## config.mk

```make
export PLATFORM = sky130hd
export DESIGN_NAME = pipeline_hazard_controller
export DESIGN_NICKNAME = d
export VERILOG_FILES = /design/src/rtl/pipeline_hazard_controller.sv
export SDC_FILE = /design/constraint.sdc
export NUM_CORES = 1
export LEC_CHECK = 0
export BUFFER_PORTS_ARGS = -buffer_cell sky130_fd_sc_hd__buf_2
export CAP_MARGIN = 30
export CORE_ASPECT_RATIO = 0.7
export CORE_MARGIN = 4
export CORE_UTILIZATION = 45
export DETAILED_ROUTE_END_ITERATION = 10
export GPL_TIMING_DRIVEN = 0
export PLACE_DENSITY = 0.74
export SLEW_MARGIN = 10
export SYNTH_ARGS = -nofsm -noshare
export SYNTH_HDL_FRONTEND = slang
export SYNTH_SLANG_ARGS = --single-unit
export TNS_END_PERCENT = 30
```

## constraint.sdc

```tcl
create_clock -name clk -period 3.66 [get_ports clk]
set_clock_uncertainty 0.1 [all_clocks]
set_input_delay 0.183 -clock clk [delete_from_list [all_inputs] [get_ports clk]]
set_output_delay 0.183 -clock clk [all_outputs]
set_load 0.03 [all_outputs]
```

## src/rtl/pipeline_hazard_controller.sv

```systemverilog
// pipeline_hazard_controller: stall/flush sequencer for a 5-stage pipeline.
// Ports: clk; rst (async, active-low); id_r2/id_r3/id_use_r2/id_use_r3 (decode sources);
// ex_dest/ex_rmem/ex_wreg (EX producer); jump_en (taken jump in EX);
// mem_req/mem_ack (MEM handshake); pc_en, if_id_en/flush, id_ex_en/flush, ex_mem_en,
// mem_wb_bubble (pipeline controls); bus_err (sticky timeout); stall_cycles (saturating).
module pipeline_hazard_controller #(
    parameter int REG_W   = 4,
    parameter int TIMEOUT = 16,
    parameter int CNT_W   = 16
) (
    input  logic             clk,
    input  logic             rst,
    input  logic [REG_W-1:0] id_r2,
    input  logic [REG_W-1:0] id_r3,
    input  logic             id_use_r2,
    input  logic             id_use_r3,
    input  logic [REG_W-1:0] ex_dest,
    input  logic             ex_rmem,
    input  logic             ex_wreg,
    input  logic             jump_en,
    input  logic             mem_req,
    input  logic             mem_ack,
    output logic             pc_en,
    output logic             if_id_en,
    output logic             if_id_flush,
    output logic             id_ex_en,
    output logic             id_ex_flush,
    output logic             ex_mem_en,
    output logic             mem_wb_bubble,
    output logic             bus_err,
    output logic [CNT_W-1:0] stall_cycles
);
    localparam int WC_W = $clog2(TIMEOUT);

    typedef enum logic [1:0] {RUN, MEM_WAIT, ERR} state_t;

    state_t          state, state_nx;
    logic [WC_W-1:0] wait_cnt, wait_cnt_nx;
    logic            mem_stall, load_use;

    assign mem_stall = mem_req & ~mem_ack;
    assign load_use  = ex_rmem & ex_wreg &
                       ((id_use_r2 & (id_r2 == ex_dest)) | (id_use_r3 & (id_r3 == ex_dest)));

    // A memory stall freezes every stage, so it looks the same as ERR on the outputs.
    always_comb begin
        {pc_en, if_id_en, id_ex_en, ex_mem_en} = 4'b1111;
        {if_id_flush, id_ex_flush, mem_wb_bubble} = 3'b000;
        if (state == ERR || mem_stall) begin
            {pc_en, if_id_en, id_ex_en, ex_mem_en} = 4'b0000;
            mem_wb_bubble = 1'b1;
        end else if (jump_en) begin
            {if_id_flush, id_ex_flush} = 2'b11;
        end else if (load_use) begin
            {pc_en, if_id_en} = 2'b00;
            id_ex_flush = 1'b1;
        end
    end

    // Dropping mem_req while waiting releases the freeze just like an ack.
    always_comb begin
        state_nx    = state;
        wait_cnt_nx = wait_cnt;
        if (state == RUN && mem_stall) begin
            state_nx    = MEM_WAIT;
            wait_cnt_nx = WC_W'(1);
        end else if (state == MEM_WAIT) begin
            if (!mem_stall) begin
                state_nx    = RUN;
                wait_cnt_nx = '0;
            end else if (wait_cnt == WC_W'(TIMEOUT - 1)) begin
                state_nx = ERR;
            end else begin
                wait_cnt_nx = wait_cnt + 1'b1;
            end
        end
    end

    always_ff @(posedge clk or negedge rst) begin
        if (!rst) begin
            state        <= RUN;
            wait_cnt     <= '0;
            bus_err      <= 1'b0;
            stall_cycles <= '0;
        end else begin
            state    <= state_nx;
            wait_cnt <= wait_cnt_nx;
            bus_err  <= bus_err | (state_nx == ERR);
            if (!pc_en && !(&stall_cycles))
                stall_cycles <= stall_cycles + 1'b1;
        end
    end
endmodule

```

[Yosys cells after proc, flatten, opt, wreduce, memory -nomap -nowiden]
Index checks and enable logic that the tools add are counted.
Cells by class
  bitwise gates (word level): 8
  mux-type cells: 18
  add/subtract/negate cells: 2
  equality and inequality tests: 7
  reductions and logical operators: 9
Operator list (count)
  adder 16 x 1 -> 16 bit, second input constant: 1
  two-way mux 4 bit: 4
  AND reduction 16 bit: 1
  two-way mux 1 bit: 10
  equality test 4 bit: 2
  two-way mux 2 bit: 4
  bitwise AND 1 bit: 5
  adder 4 x 1 -> 4 bit, second input constant: 1
  equality test 2 bit, second input constant: 2
  equality test 4 bit, second input constant: 1
  inequality test 3 bit, second input constant: 1
  equality test 2 x 1 -> 1 bit, second input constant: 1
  logical AND 1 bit: 2
  zero test 1 bit: 2
  zero test 2 bit: 1
  OR 1 bit: 2
  AND reduction 2 bit: 1
  nonzero test 2 bit: 1
  logical OR 1 bit: 1
  NOT 1 bit: 1
Storage, ports and cells
  output and inout port bits: 24
  input port bits: 21
  logic and storage cells: 48
  register bits: 23

[Longest topological paths before layout]
Gate-level depths: netlist of run 1.
  depth after elaboration: 9
  gate-level depth with buffers: 8

[Worst setup path before layout of run 1]
Ideal clock, no wire load.
  path kind: reg-to-reg
  start point: reg stall_cycles[0]
  end point: reg stall_cycles[1]
  clock period less this slack: 2143 ps
  path buffers: 1
  cell stages (with the launch flop): 8
  arrival: 1916 ps
  slack: 1517 ps
  data required time: 3432 ps
  path through: dfrtp_1 ha_1 and3_1 and3_1 nand3_1 o21a_1 buf_2 mux2_1
On the way
  word-level cells in the longest chain between the ends: 3
RTL lines
  start, declared: RTL line 31  | output logic [CNT_W-1:0] stall_cycles
  start signal, assigned: RTL line 90  | stall_cycles <= stall_cycles + 1'b1;
  branches (longest 3 deep; another with adder 16 x 1 -> 16 bit)
Parallel ways; which one is timed is not known.
A chain may end at the register's enable or synchronous reset.

[Worst setup path after layout of run 1]
Ends and elaborated chain as after synthesis.

==> run metrics, run 1 <==
run status=completed; RR Startpoint=stall_cycles[0]; critical-path cell with the highest stage delay=dfrtp_1; fin nets=slightly above 200; Rel. slew slack=between 60% and 70%; initial drt markers=35; flip-flop and latch count after synthesis=23; crit end category=register; number of buffers added by the clock tree synthesis step=3; hold crit path type=in -> reg; total number of H-tree levels=1; terminus of the critical flop-to-flop path=stall_cycles[1]; num rows=16; list of cells traversed by the critical path=ha_1 -> and3_1 -> and3_1 -> nand3_1 -> o21a_1 -> buf_2 -> mux2_1; cell with the most instances on the worst path=and3_1; wire length of the first global-routing pass=roughly 5000 um; number of antenna diodes=0; area of combinational cells with multiple inputs=just under 700 um2; distinct cell type count of the synthesized netlist=40; commonest register cell after synthesis=dfrtp_1; CTS clock-pin slew for the worst setup and hold paths=about 80 ps; number of vias per cell after detailed routing=5.28; number of search-and-repair iterations in the first detailed-routing pass=4; kind of launch point of the worst setup path=register; Buffers on Ports=between 40 and 50; Max clock buf depth=2; share of flip-flops with an asynchronous set or reset after synthesis=between 90% and 100%; leakage component of the power=just over 0.0008 uW; post-synthesis average cell area=9.91 um2; Critical Path RT=3710 ps; Mapped Area=1320 um2; placed standard-cell area=1580 um2; sequential element share of the synthesized area=between 40% and 50%; met3 usage=around 4.0%; worst vdd rail ir drop=roughly 0.22 mV; final-layout setup total negative slack=0 ps; smallest setup slack after layout=between 1500 and 2000 ps; Residual DRC=0; clock latency on the worst-skew pair=260 ps; Initial Util=a little under half; most heavily used metal layer in global routing=met2; number of enable flip-flop cells after synthesis=0; CP arrival=between 2000 and 2500 ps; Crit path largest cell delay=approximately 430 ps; flop2flop setup slack=roughly 1500 ps; classification of the worst setup path=reg -> reg; Routed wire per std cell=13.5 um; All-Layer GR Usage=about 17%; number of warnings issued by yosys=0; global-route congestion overflow total=0; met2 capacity usage during global routing=28.4%; Period Utilization, post-route=between 50% and 60%; post-detail-place hpwl=2360 um; maximum operating frequency=~460 MHz; number of buffer and inverter instances along the worst setup path=1; commonest cells after routing, fill and taps aside=buf_2 (45), dfrtp_1 (23), xnor2_1 (15); aggregate routed wire length=about 2900 um; post-layout min period=between 2000 and 2500 ps; area inside the core boundary=about 2800 um2; final count of pins violating max slew=0; height of the die=around 53 um; Worst-Margin Slew=approximately 510 ps; Worst Hold Depth=4; synthesized netlist net count=between 150 and 200; family of cells with the greatest summed delay on the critical path=simple AND/OR/NAND/NOR gates; end point of the most critical hold path=state[1]; RSZ-0062 raised after global routing=false; number of global-route vias before repair=1222; worst-case setup slack after placement=about 1500 ps; share of cells above drive strength 1=31.3%; number of ports placed on the die boundary=45; Final Hold Violating Endpoints=0; area grow syn2layout=24.3%; leading cell type in the layout, fill and taps excluded=buf_2; number of fill cells=roughly 260; reg2reg path depth=7; routability congestion estimate=~0.8; Cells after Synth=roughly 130; Clock Root Buffer=clkbuf_8; highest fanout seen on the critical path=9; Max-cap violations=0; startpoint of the tightest hold check path=mem_ack; antenna violation net count after detailed routing=0; total via count in the routed design=roughly 1200; floorplan die area=slightly below 4000 um2; power density normalized to cell area=442 nW/um2; register area=576 um2; die boundary width=roughly 73 um; CTS sink count=23; antenna violations before repair=0; TritonCTS clock tree=yes; GR met1 Demand/Resource=about a fifth; number of setup violations in the final report=0; quantity of gates resized following cts=0; Post-Layout Inst Area=roughly 1600 um2; maximum number of pins on one net before global-route repair=24
flip-flops by register name (all words and copies together) (netlist names):
register,flops
state,2
wait_cnt,4
bus_err,1
stall_cycles,16
power by group:
part           internal, uW  total [uW]  switching (uW)
combinational          84.9         235             150
clock                  77.7         156            78.6
sequential              292         332            40.3
total                   455         723             269
timing repair:
item	4_1_cts	5_1_grt
buffers inserted	0	0
hold endpoints to repair	23	0
hold buffers	1	0
cells in the mapped netlist (all sizes together), types with 3 or more instances:
cell type / count / area, um2
xnor2: 15 / 131
dfrtp: 23 / 576
xor2: 3 / 26.3
inv: 8 / 30.0
nand3: 7 / 35.0
buf: 4 / 31.3
nor2: 6 / 22.5
and3: 5 / 31.3
nand4: 5 / 46.3
nand2: 10 / 37.5
o21ai: 6 / 33.8
a21oi: 8 / 40.0
a31oi: 5 / 31.3
area by class of cell:
type | instances | share of cell area [%]
buffer | 5 | 2.14
clock buffer | 4 | 2.75
inverter | 8 | 1.83
multi-input combinational | 97 | 41.3
sequential | 23 | 35.1
tap | 36 | 2.75
timing repair buffer | 45 | 14.1
stage by stage:
step	utilization [%]	total power [uW]	hold WS, ps	instances
final	58.4	723	239	218
after floorplan	-	492	-213	133
after detailed placement	56.5	573	84.0	213
after global placement	56.5	563	80.9	213
after global routing	58.4	767	291	218
after CTS	58.4	728	239	218
cells by family after synthesis:
family          share of synthesized area [%]
xor+xnor                                 12.0
simple gates                             21.7
buf+inv                                  4.94
compound gates                           13.9
fa+ha+maj                                1.90
mux                                      1.99
flops                                    43.7
tightest hold or removal path: stages:
cell and delay (ps):
buf_2 80, nor2b_1 50, a21oi_1 190, inv_1 60
metal layers:
metal  share of wire [%]  wire length [um]
met5                   0                 0
met4                 1.5                44
met3                 6.5               192
met2                  47              1380
met1                  45              1340
how the worst max path moves through the flow:
stage	startpoint	end	cells past startpoint
2_1_floorplan	stall_cycles[0]	stall_cycles[1]	7
3_3_place_gp	stall_cycles[0]	stall_cycles[1]	7
3_5_place_dp	stall_cycles[0]	stall_cycles[1]	7
4_1_cts	stall_cycles[0]	stall_cycles[1]	7
5_1_grt	stall_cycles[0]	stall_cycles[1]	7
6_report	stall_cycles[0]	stall_cycles[1]	7
(Power assumes the default switching activity.)
==> run 2, diff against run 1 <==
--- a/config.mk
+++ b/config.mk
@@ -5,6 +5,7 @@
 export SDC_FILE = /design/constraint.sdc
 export NUM_CORES = 1
 export LEC_CHECK = 0
+export ABC_AREA = 1
 export BUFFER_PORTS_ARGS = -buffer_cell sky130_fd_sc_hd__buf_2
 export CAP_MARGIN = 30
 export CORE_ASPECT_RATIO = 0.7
@@ -12,7 +13,7 @@
 export CORE_UTILIZATION = 45
 export DETAILED_ROUTE_END_ITERATION = 10
 export GPL_TIMING_DRIVEN = 0
-export PLACE_DENSITY = 0.74
+export PLACE_DENSITY = 0.75
 export SLEW_MARGIN = 10
 export SYNTH_ARGS = -nofsm -noshare
 export SYNTH_HDL_FRONTEND = slang
==> constraint.sdc (replaced) <==
create_clock -name clk -period 1.94 [get_ports clk]
set_clock_uncertainty 0.1 [all_clocks]
set_input_delay 0.097 -clock clk [delete_from_list [all_inputs] [get_ports clk]]
set_output_delay 0.097 -clock clk [all_outputs]
set_load 0.03 [all_outputs]
==> run 2 against run 1 <==
  * Clock power rose by 91%
  * Synthesized cell count increased by 63%
  * Global-route usage fell by 0.081 points
  * Sequential share of layout area down 4.6 points
  * Sequential power rose by 82%
  * Die area increased by 15%
  * Critical endpoint is now pc_en
  * Critical path depth unchanged
==> run metrics, run 2 <==
run status=completed; share of cells above drive strength 1=27.1% (-4.3 points); Cells after Synth=217 (+63%); Max clock buf depth=2 (unchanged); placed standard-cell area=1830 um2 (+15%); final-layout setup total negative slack=0 ps (unchanged); kind of launch point of the worst setup path=register; number of antenna diodes=0 (unchanged); total number of H-tree levels=1 (unchanged); number of buffers added by the clock tree synthesis step=3 (unchanged); Buffers on Ports=44 (unchanged); leading cell type in the layout, fill and taps excluded=nand2_1; crit end category=output port; critical-path cell with the highest stage delay=dfrtp_2; most frequently used cell type in the post-synthesis netlist=nand2_1; number of search-and-repair iterations in the first detailed-routing pass=4 (unchanged); num rows=17 (+1); clock latency on the worst-skew pair=260 ps (about the same); die boundary width=78.0 um (+7.3%); post-synthesis average cell area=7.10 um2 (-28%); Initial Util=48.0% (+0.98 points); hold crit path type=in -> reg; classification of the worst setup path=reg -> out; post-layout min period=1780 ps; initial drt markers=53 (+51%); floorplan die area=4440 um2 (+15%); number of vias per cell after detailed routing=4.65 (-12%); fin nets=290 (+41%); CTS sink count=23 (unchanged); leakage component of the power=0.00103 uW (+28%); CP arrival=1580 ps (-620 ps); total via count in the routed design=1454 (+26%); area share of the largest cell type after synthesis=37.3% (-6.3 points); Routed wire per std cell=10.8 um (-20%); routability congestion estimate=0.831 (+2.7%); register ranked first by flip-flop count=stall_cycles; list of cells traversed by the critical path=o21ai_4 -> inv_2 -> nand2_4 -> buf_6 -> inv_1 -> buf_4 -> buf_2; number of instances in the placed design=308 (+45%); Worst-Margin Slew=512 ps (+0.0673 ps); share of flip-flops with an asynchronous set or reset after synthesis=100% (unchanged); maximum number of pins on one net before global-route repair=24 (unchanged); Period Utilization, post-route=between 90% and 100%; number of warnings issued by yosys=0 (unchanged); post-detail-place hpwl=2680 um (+14%); distinct cell type count of the synthesized netlist=28 (-30%); buffers inserted by post-CTS timing repair=0 (unchanged); synthesized netlist net count=240 (+54%); TritonCTS clock tree=yes; All-Layer GR Usage=16.5% (-0.081 points); wire length of the first global-routing pass=5980 um (+20%); Final Hold Violating Endpoints=0 (unchanged); antenna violation net count after detailed routing=0 (unchanged); CTS clock-pin slew for the worst setup and hold paths=80 ps (about the same); number of enable flip-flop cells after synthesis=0 (unchanged); global-route congestion overflow total=0 (unchanged); highest fanout seen on the critical path=10 (+1); Critical Path RT=1740 ps (-1970 ps); number of global-route vias before repair=1351 (+11%); commonest cells after routing, fill and taps aside=nand2_1 (73), buf_2 (45), inv_1 (28); worst vdd rail ir drop=0.394 mV (+76%); Largest regs=stall_cycles (16), wait_cnt (4), state (2); Residual DRC=0 (unchanged); top post-synthesis cells by area=dfrtp_1 (37%), nand2_1 (18%), nand3_1 (8.1%); final count of pins violating max slew=0 (unchanged); height of the die=57.0 um (+6.9%); RSZ-0062 raised after global routing=false; area inside the core boundary=3210 um2 (+15%); Clock Root Buffer=clkbuf_8; commonest register cell after synthesis=dfrtp_1; Max-cap violations=0 (unchanged); flop2flop setup slack=200 ps (-1310 ps); flip-flop and latch count after synthesis=23 (unchanged); aggregate routed wire length=3370 um (+14%); number of ports placed on the die boundary=45 (unchanged); maximum operating frequency=~560 MHz; Post-Layout Inst Area=1890 um2 (+15%); number of standard cells in the layout, taps in and fillers out=313 (+44%); power density normalized to cell area=673 nW/um2 (+52%); Post-synth top cells=nand2_1 (73), inv_1 (29), nand3_1 (25); number of setup violations in the final report=0 (unchanged); Mapped Area=1540 um2 (+17%); antenna violations before repair=0 (unchanged); flip-flop count of the largest register after layout=16 (unchanged); sequential element share of the synthesized area=37.3% (-6.3 points); Rel. slew slack=65.9% (about the same); area grow syn2layout=22.5%; Crit path largest cell delay=460 ps (+30 ps); area leader, netlist=dfrtp_1
[run 2: timing repair]
action,4_1_cts,5_1_grt
hold buffers,1,0
resized for setup,0,4
setup endpoints to repair,0,4
endpoints found under the hold margin,23,0
[run 2: cells by family after synthesis]
logic type	count (synthesis)	synth area share, %
flops	23	37.3
fa+ha+maj	2	1.62
xor+xnor	12	6.82
simple gates	130	38.1
buf+inv	38	11.0
compound gates	12	5.03
[run 2: per-stage QoR]
stage | hold slack [ps] | total power (uW) | worst slack (ps) | util (%)
2_1_floorplan | -299 | 855 | 94.0 | -
3_3_place_gp | 8.51 | 970 | 163 | 56.9
3_5_place_dp | 10.9 | 982 | 119 | 56.9
4_1_cts | 47.5 | 1280 | 50.9 | 58.6
5_1_grt | 60.7 | 1350 | 38.5 | 58.8
6_report | 55.9 | 1270 | 164 | 58.8
[run 2: cell type report]
type                    count  area, um2
repair buffers             45        230
multi-input cells         156        803
fillers                   304       1320
plain buffers               6       53.8
clock buffers               4       45.0
flip-flops and latches     23        577
well taps                  47       58.8
inverters                  32        120
[run 2: worst max-delay path, delay by kind of cell, from the launching register on]
kind / cells / cell delay (ps)
compound gates: 1 / 190
buf+inv: 5 / 550
flops: 1 / 460
simple gates: 1 / 110
[run 2: worst paths after layout]
check	startpoint	end	cells after the start
hold / removal	mem_ack	state[0]	4
setup / recovery	state[0]	pc_en	7
min in group asynchronous	rst	stall_cycles[2]	2
setup reg to reg	wait_cnt[0]	wait_cnt[2]	8
max in group asynchronous	rst	state[0]	2
hold reg to reg	bus_err	bus_err	1
[run 2: per-layer routing]
layer	up-vias	track usage (%)	share of wire [%]
met4	0	2.49	0.50
met2	25	26.1	42
met5	-	0	0
met1	660	23.3	52
li1	767	-	-
met3	2	4.42	5.9
[run 2: power by group]
| part | leakage, uW | internal, uW | switching, uW |
|---|---|---|---|
| clock | 0.0000228 | 146 | 152 |
| sequential | 0.000311 | 530 | 73.4 |
| combinational | 0.000693 | 130 | 239 |
